[src/rtl/divider_seq_restoring.sv]
// Unsigned sequential restoring divider: one quotient bit per clock, start/done handshake.
// Produces Q = A / B and R = A % B; a zero divisor finishes at once with div_by_zero set.
module divider_seq_restoring #(
    parameter int bw = 8
) (
    input  logic          CLK,
    input  logic          RESET,
    input  logic          start,
    input  logic [bw-1:0] A,
    input  logic [bw-1:0] B,
    output logic          busy,
    output logic          done,
    output logic [bw-1:0] Q,
    output logic [bw-1:0] R,
    output logic          div_by_zero
);

    localparam int CW = $clog2(bw + 1);
    localparam logic [CW-1:0] LAST_COUNT = CW'(bw - 1);

    typedef enum logic [1:0] {
        IDLE,
        RUN,
        DONE
    } state_t;

    state_t state;
    state_t state_next;

    logic [bw-1:0] rem;
    logic [bw-1:0] quo;
    logic [bw-1:0] divisor;
    logic [CW-1:0] count;

    logic [bw:0]   rem_shifted;
    logic [bw:0]   trial;
    logic          trial_ok;
    logic [bw-1:0] rem_step;
    logic [bw-1:0] quo_step;
    logic          accept;
    logic          last_step;

    // The stored remainder stays below the divisor, so bw bits hold it; the shifted
    // value needs the extra bit, and the top bit of the trial difference is the borrow.
    always_comb begin
        rem_shifted = {rem, quo[bw-1]};
        trial       = rem_shifted - {1'b0, divisor};
        trial_ok    = ~trial[bw];
        rem_step    = trial_ok ? trial[bw-1:0] : rem_shifted[bw-1:0];
        quo_step    = {quo[bw-2:0], trial_ok};
        last_step   = (count == LAST_COUNT);
    end

    always_ff @(posedge CLK or posedge RESET) begin
        if (RESET) begin
            state <= IDLE;
        end else begin
            state <= state_next;
        end
    end

    always_comb begin
        state_next = state;
        busy       = 1'b0;
        done       = 1'b0;
        accept     = 1'b0;
        case (state)
            IDLE: begin
                if (start) begin
                    accept     = 1'b1;
                    state_next = (B == '0) ? DONE : RUN;
                end
            end
            RUN: begin
                busy = 1'b1;
                if (last_step) begin
                    state_next = DONE;
                end
            end
            DONE: begin
                done       = 1'b1;
                state_next = IDLE;
            end
            default: begin
                state_next = IDLE;
            end
        endcase
    end

    // Results are only written on the accept edge of a zero divide or the final
    // iteration edge, so they hold steady for the whole of the next division.
    always_ff @(posedge CLK or posedge RESET) begin
        if (RESET) begin
            rem         <= '0;
            quo         <= '0;
            divisor     <= '0;
            count       <= '0;
            Q           <= '0;
            R           <= '0;
            div_by_zero <= 1'b0;
        end else if (accept) begin
            quo     <= A;
            divisor <= B;
            rem     <= '0;
            count   <= '0;
            if (B == '0) begin
                Q           <= '1;
                R           <= A;
                div_by_zero <= 1'b1;
            end
        end else if (state == RUN) begin
            rem   <= rem_step;
            quo   <= quo_step;
            count <= count + CW'(1);
            if (last_step) begin
                Q           <= quo_step;
                R           <= rem_step;
                div_by_zero <= 1'b0;
            end
        end
    end

endmodule

[config.mk]
export PLATFORM = sky130hd
export DESIGN_NAME = divider_seq_restoring
export DESIGN_NICKNAME = d
export VERILOG_FILES = /design/src/rtl/divider_seq_restoring.sv
export SDC_FILE = /design/constraint.sdc
export NUM_CORES = 1
export LEC_CHECK = 0
export CORE_MARGIN = 8
export CORE_UTILIZATION = 30
export DETAILED_ROUTE_END_ITERATION = 16
export PLACE_DENSITY = 0.58
export SLEW_MARGIN = 40
export SYNTH_ARGS = -nofsm -noshare
export SYNTH_HDL_FRONTEND = slang
export SYNTH_SLANG_ARGS = --single-unit
[constraint.sdc]
create_clock -name CLK -period 2.4 [get_ports CLK]
set_input_delay 0.6 -clock CLK [delete_from_list [all_inputs] [get_ports CLK]]
set_output_delay 0.6 -clock CLK [all_outputs]
set_load 0.01 [all_outputs]
Word level (Yosys, flattened, before mapping)
Index checks and enable logic that the tools add are counted.

cells by class
  add/sub/neg operators = 2
  equality and inequality tests = 6
  multiplexer cells = 27
  bitwise gates (word level) = 1
  reduce and logical (&&, ||, !) cells = 6

operators with widths
  operator                                       number
  two-way mux 8 bit                              13
  subtractor 9 x 8 -> 9 bit                      1
  logical NOT 8 bit                              1
  two-way mux 1 bit                              8
  two-way mux 4 bit                              2
  two-way mux 2 bit                              3
  adder 4 x 1 -> 4 bit, second input constant    1
  == test 4 x 3 -> 1 bit, second input constant  1
  != test 2 bit, second input constant           2
  case mux 2 bit (2 select lines)                1
  nonzero test 2 bit                             2
  AND reduction 3 bit                            1
  == test 2 x 1 -> 1 bit, second input constant  1
  == test 2 bit, second input constant           1
  logical NOT 2 bit                              1
  != test 2 x 1 -> 1 bit, second input constant  1
  AND reduction 2 bit                            1
  inverter 1 bit                                 1

word-level totals
  flip-flop bits (word level) = 47
  output and inout port bits = 19
  logic and storage cells = 50

Logic depth before layout (Yosys ltp)
  word-level depth = 5
  depth in mapped cells = 10
  gate-level depth less buffers = 9

Worst setup path before layout
OpenSTA, ideal clock, no wires.

  kind = reg2reg
  from = register quo[7]
  to = register R[7]
  library setup time = 0.131 ns
  data arrival time = 2.250 ns
  path slack = 0.019 ns
  stages on the path, launching flop included = 11
  buffers on the path = 1
  clock period less this slack = 2.381 ns
  cells stage by stage = dfrtp_1 > inv_1 > ha_1 > inv_1 > fa_1 > a211oi_2 > o211ai_1 > a221o_1 > buf_6 > a221oi_2 > o31ai_1

between the ends
  cells in the longest elaborated chain, start to end = 5

ends and longest elaborated chain
  what                       line  text
  start, declared            31    logic [bw-1:0] quo;
  start signal, assigned     113   quo <= quo_step;
  subtractor 9 x 8 -> 9 bit  47    trial = rem_shifted - {1'b0, divisor};
  two-way mux 8 bit          49    rem_step = trial_ok ? trial[bw-1:0] : rem_shifted[bw-1:0];
  two-way mux 8 bit          115   if (last_step) begin
  two-way mux 8 bit          111   end else if (state == RUN) begin
  two-way mux 8 bit          101   end else if (accept) begin
  end signal, assigned       117   R <= rem_step;
  end, declared              14    output logic [bw-1:0] R,

No other way between the ends. The select of a mux whose other input is x is not followed.
A chain may end at the register's enable or synchronous reset.

Worst setup path after layout
Ends and elaborated chain as after synthesis.

==> run_results.csv <==
group,metric,value,unit
clocking,cts_buffers,5,
timing,worst_slew_pin_slew,716,ps
grt,grt_pass1_vias,2162,
route,drtAntennaViolNets,0,
placement,io_buffers,37,
clocking,cts_sinks,47,
route,first_pass_iters,4,
worst_setup_path,arrival,2570,ps
floorplanning,die_w,108,um
power_and_ir_drop,p_total,5.29,mW
finish,finalNetCount,359,
placement,pre_cts_slack,-182,ps
timing,timing.final.ws_setup,10.2,ps
synth,yosysSeqAreaShare,0.466,
synth,synth_area,2520,um^2
timing,maxSlewHeadroom,0.517,
timing,rsz0062_at_grt,"yes",
clocking,ctsHtreeMaxLevel,2,
synth,async_flop_share,1.00,
worst_setup_path,crit_path_start_kind,"flip-flop",
route,post-route-drc-count,0,
power_and_ir_drop,p_int,3.10,mW
synth,ys.flop_type,"dfrtp_1",
synth,synth-seq-cells,47,
floorplanning,dieArea,11600,um^2
power_and_ir_drop,ir_drop,637,uV
grt,grt_max_degree,48,
grt,grt_usage,0.123,
grt,grt_overflow_total,0,
route,drt-initial-drc-count,129,
floorplanning,start_util,0.309,
finish,final_layout_size_suffix_gt1_frac,0.163,
finish,design_area,3410,um^2
power_and_ir_drop,p_clk_frac,0.112,
power_and_ir_drop,power.density,1550,nW/um^2
status,status,"finished clean",
route,vias_per_cell,5.11,
finish,n_antenna_cell,0,
worst_setup_path,end_kind,"flip-flop",
route,wl_per_cell,15.9,um
route,drt_wl_total,6950,um
placement,place_area,3160,um^2
grt,grt_antenna_before_repair,0,
timing,hold_viol_final,0,
floorplanning,die_h,108,um
timing,setup_viol,0,
synth,synthCells,274,
synth,synth_nets,303,
finish,syn2layout_area_growth,35.0,%
timing,skew,13.7,ps
power_and_ir_drop,p_sw_frac,0.414,
synth,syn_avg_cell_area,9.21,um^2
clocking,cts.path.max_buffers,2,
floorplanning,ios,38,
synth,yosys_warnings,0,
floorplanning,core_area,8180,um^2
timing,max_freq,418,MHz
timing,period_share,0.996,
floorplanning,row_count,33,
worst_setup_path,cp_data_required_time,2580,ps
synth,synth_edf_count,0,
timing,min_period,2390,ps
timing,drv_slew,0,
placement,place_hpwl,5340,um
power_and_ir_drop,p_switching,2.19,mW
clocking,clkSlewWorstSetupHoldPaths,100,ps
power_and_ir_drop,seq_power_share,0.267,
hold_path,hp-class,"reg2reg",
clocking,clock-root-buffer,"clkbuf_8",
power_and_ir_drop,p_leak,1.43,nW
synth,yosysUniqueCellTypes,50,
route,num_vias,2230,
placement,gp_congestion,0.810,
clocking,clock_latency,310,ps
grt,grt_pass1_wl,11300,um
worst_setup_path,cp_max_fo,7,
clocking,ctsHoldBuffers,0,
worst_setup_path,worst-setup-path-type,"reg2reg",
run,maxCapViolCount,0,
power_and_ir_drop,combPwrFrac,0.621,
clocking,cts_tree,"built",
-- final timing paths --
check,startpoint,end,slack (ps),cells after the start
max,quo[7]$_DFFE_PP0P_,R[7]$_DFFE_PP0P_,10,10
max reg2reg,quo[7]$_DFFE_PP0P_,R[7]$_DFFE_PP0P_,10,10
min,div_by_zero$_DFFE_PP0P_,div_by_zero$_DFFE_PP0P_,500,2
min in group asynchronous,RESET,Q[3]$_DFFE_PP0P_,630,3
max in group asynchronous,RESET,count[2]$_DFFE_PP0P_,1520,3
min reg2reg,div_by_zero$_DFFE_PP0P_,div_by_zero$_DFFE_PP0P_,500,2
-- cells in the mapped netlist (2+ instances only) --
library cell / n / area, um^2
or2_2: 2 / 12.5
o21a_1: 2 / 15.0
clkbuf_1: 10 / 37.5
nor4_1: 2 / 12.5
dfrtp_1: 47 / 1180
nor3b_1: 2 / 15.0
nor2b_1: 8 / 50.1
a22oi_1: 7 / 52.6
nand3b_1: 2 / 15.0
or3_1: 2 / 12.5
xor2_1: 4 / 35.0
nand2b_1: 3 / 18.8
o22ai_1: 8 / 50.1
o211a_1: 2 / 20.0
o21ai_0: 35 / 175
o21ai_1: 8 / 40.0
o211ai_1: 3 / 22.5
ha_1: 9 / 113
inv_1: 13 / 48.8
a21oi_1: 19 / 95.1
nor2_1: 13 / 48.8
nand3_1: 2 / 10.0
nand2_1: 38 / 143
mux2i_1: 7 / 70.1
-- cell usage in the layout, fill, tap and decap left out, types with 4 or more instances in the layout --
| cell type | netlist | final |
|---|---|---|
| xor2_1 | 4 | 4 |
| o21ai_0 | 35 | 35 |
| nor2b_1 | 8 | 8 |
| o22ai_1 | 8 | 7 |
| nor2_1 | 13 | 13 |
| inv_1 | 13 | 10 |
| clkdlybuf4s50_1 | 0 | 37 |
| nand2_1 | 38 | 38 |
| clkbuf_8 | 0 | 5 |
| ha_1 | 9 | 8 |
| o21ai_1 | 8 | 6 |
| buf_4 | 0 | 21 |
| dfrtp_1 | 47 | 47 |
| a22oi_1 | 7 | 7 |
| mux2i_4 | 0 | 5 |
| a21oi_1 | 19 | 19 |
-- power groups by stage --
stage                     Combinational (mW)  Clock [mW]  Sequential, mW
after floorplan                         1.83           0            1.37
after global placement                  2.62           0            1.40
after detailed placement                2.69           0            1.41
after CTS                               3.04       0.603            1.41
after global routing                    3.59       0.635            1.46
final                                   3.28       0.592            1.41
-- cells by family after synthesis --
group,share of synthesized area
AOI/OAI and AO/OA,0.242
xor gates and xnor gates,0.0174
and+or+nand+nor,0.144
buffers and inverters,0.0441
DFF,0.466
muxes,0.0337
adders and majority gates,0.0526
-- sequential cells by signal, summed over array words and instances, names as in the netlist --
register     count
Q                8
R                8
count            4
div_by_zero      1
divisor          8
quo              8
rem              8
state            2
-- critical path: stages (launching register included) --
cell and delay [ps]:
dfrtp_1 400, inv_2 80, ha_4 120, inv_2 30, fa_2 360, a211oi_4 250, o211ai_1 130, a221o_1 410
buf_6 190, a221oi_2 210, o31ai_1 100
-- timing repair --
| action | in CTS | in global routing |
|---|---|---|
| setup endpoints to repair | 16 | 18 |
| resized for setup | 16 | 6 |
| buffers inserted | 2 | 1 |
| pin swaps | 12 | 5 |
-- final cells by class --
class	instances	area [um^2]
timing repair buffer	62	591
inverter	14	52.6
fill	810	4770
clock inverter	3	43.8
sequential	47	1180
clock buffer	5	68.8
tap	105	131
multi-input combinational	200	1340
-- metal layers --
metal  GRT usage  vias up  share of wire
li1            -     1089              -
met1       0.176     1077           0.48
met2       0.184       59           0.47
met3      0.0216        5          0.049
met4      0.0357        0         0.0096
met5           0        -              0
-- stage by stage --
stage	hold slack (ps)	cells	setup TNS [ps]	util
6_report	504	436	0	0.417
3_5_place_dp	477	425	-2080	0.387
5_1_grt	550	436	-1320	0.417
4_1_cts	507	435	-1100	0.410
2_1_floorplan	450	274	0	-
3_3_place_gp	480	425	-600	0.387
Note: power is estimated with default switching activity, not from simulation.
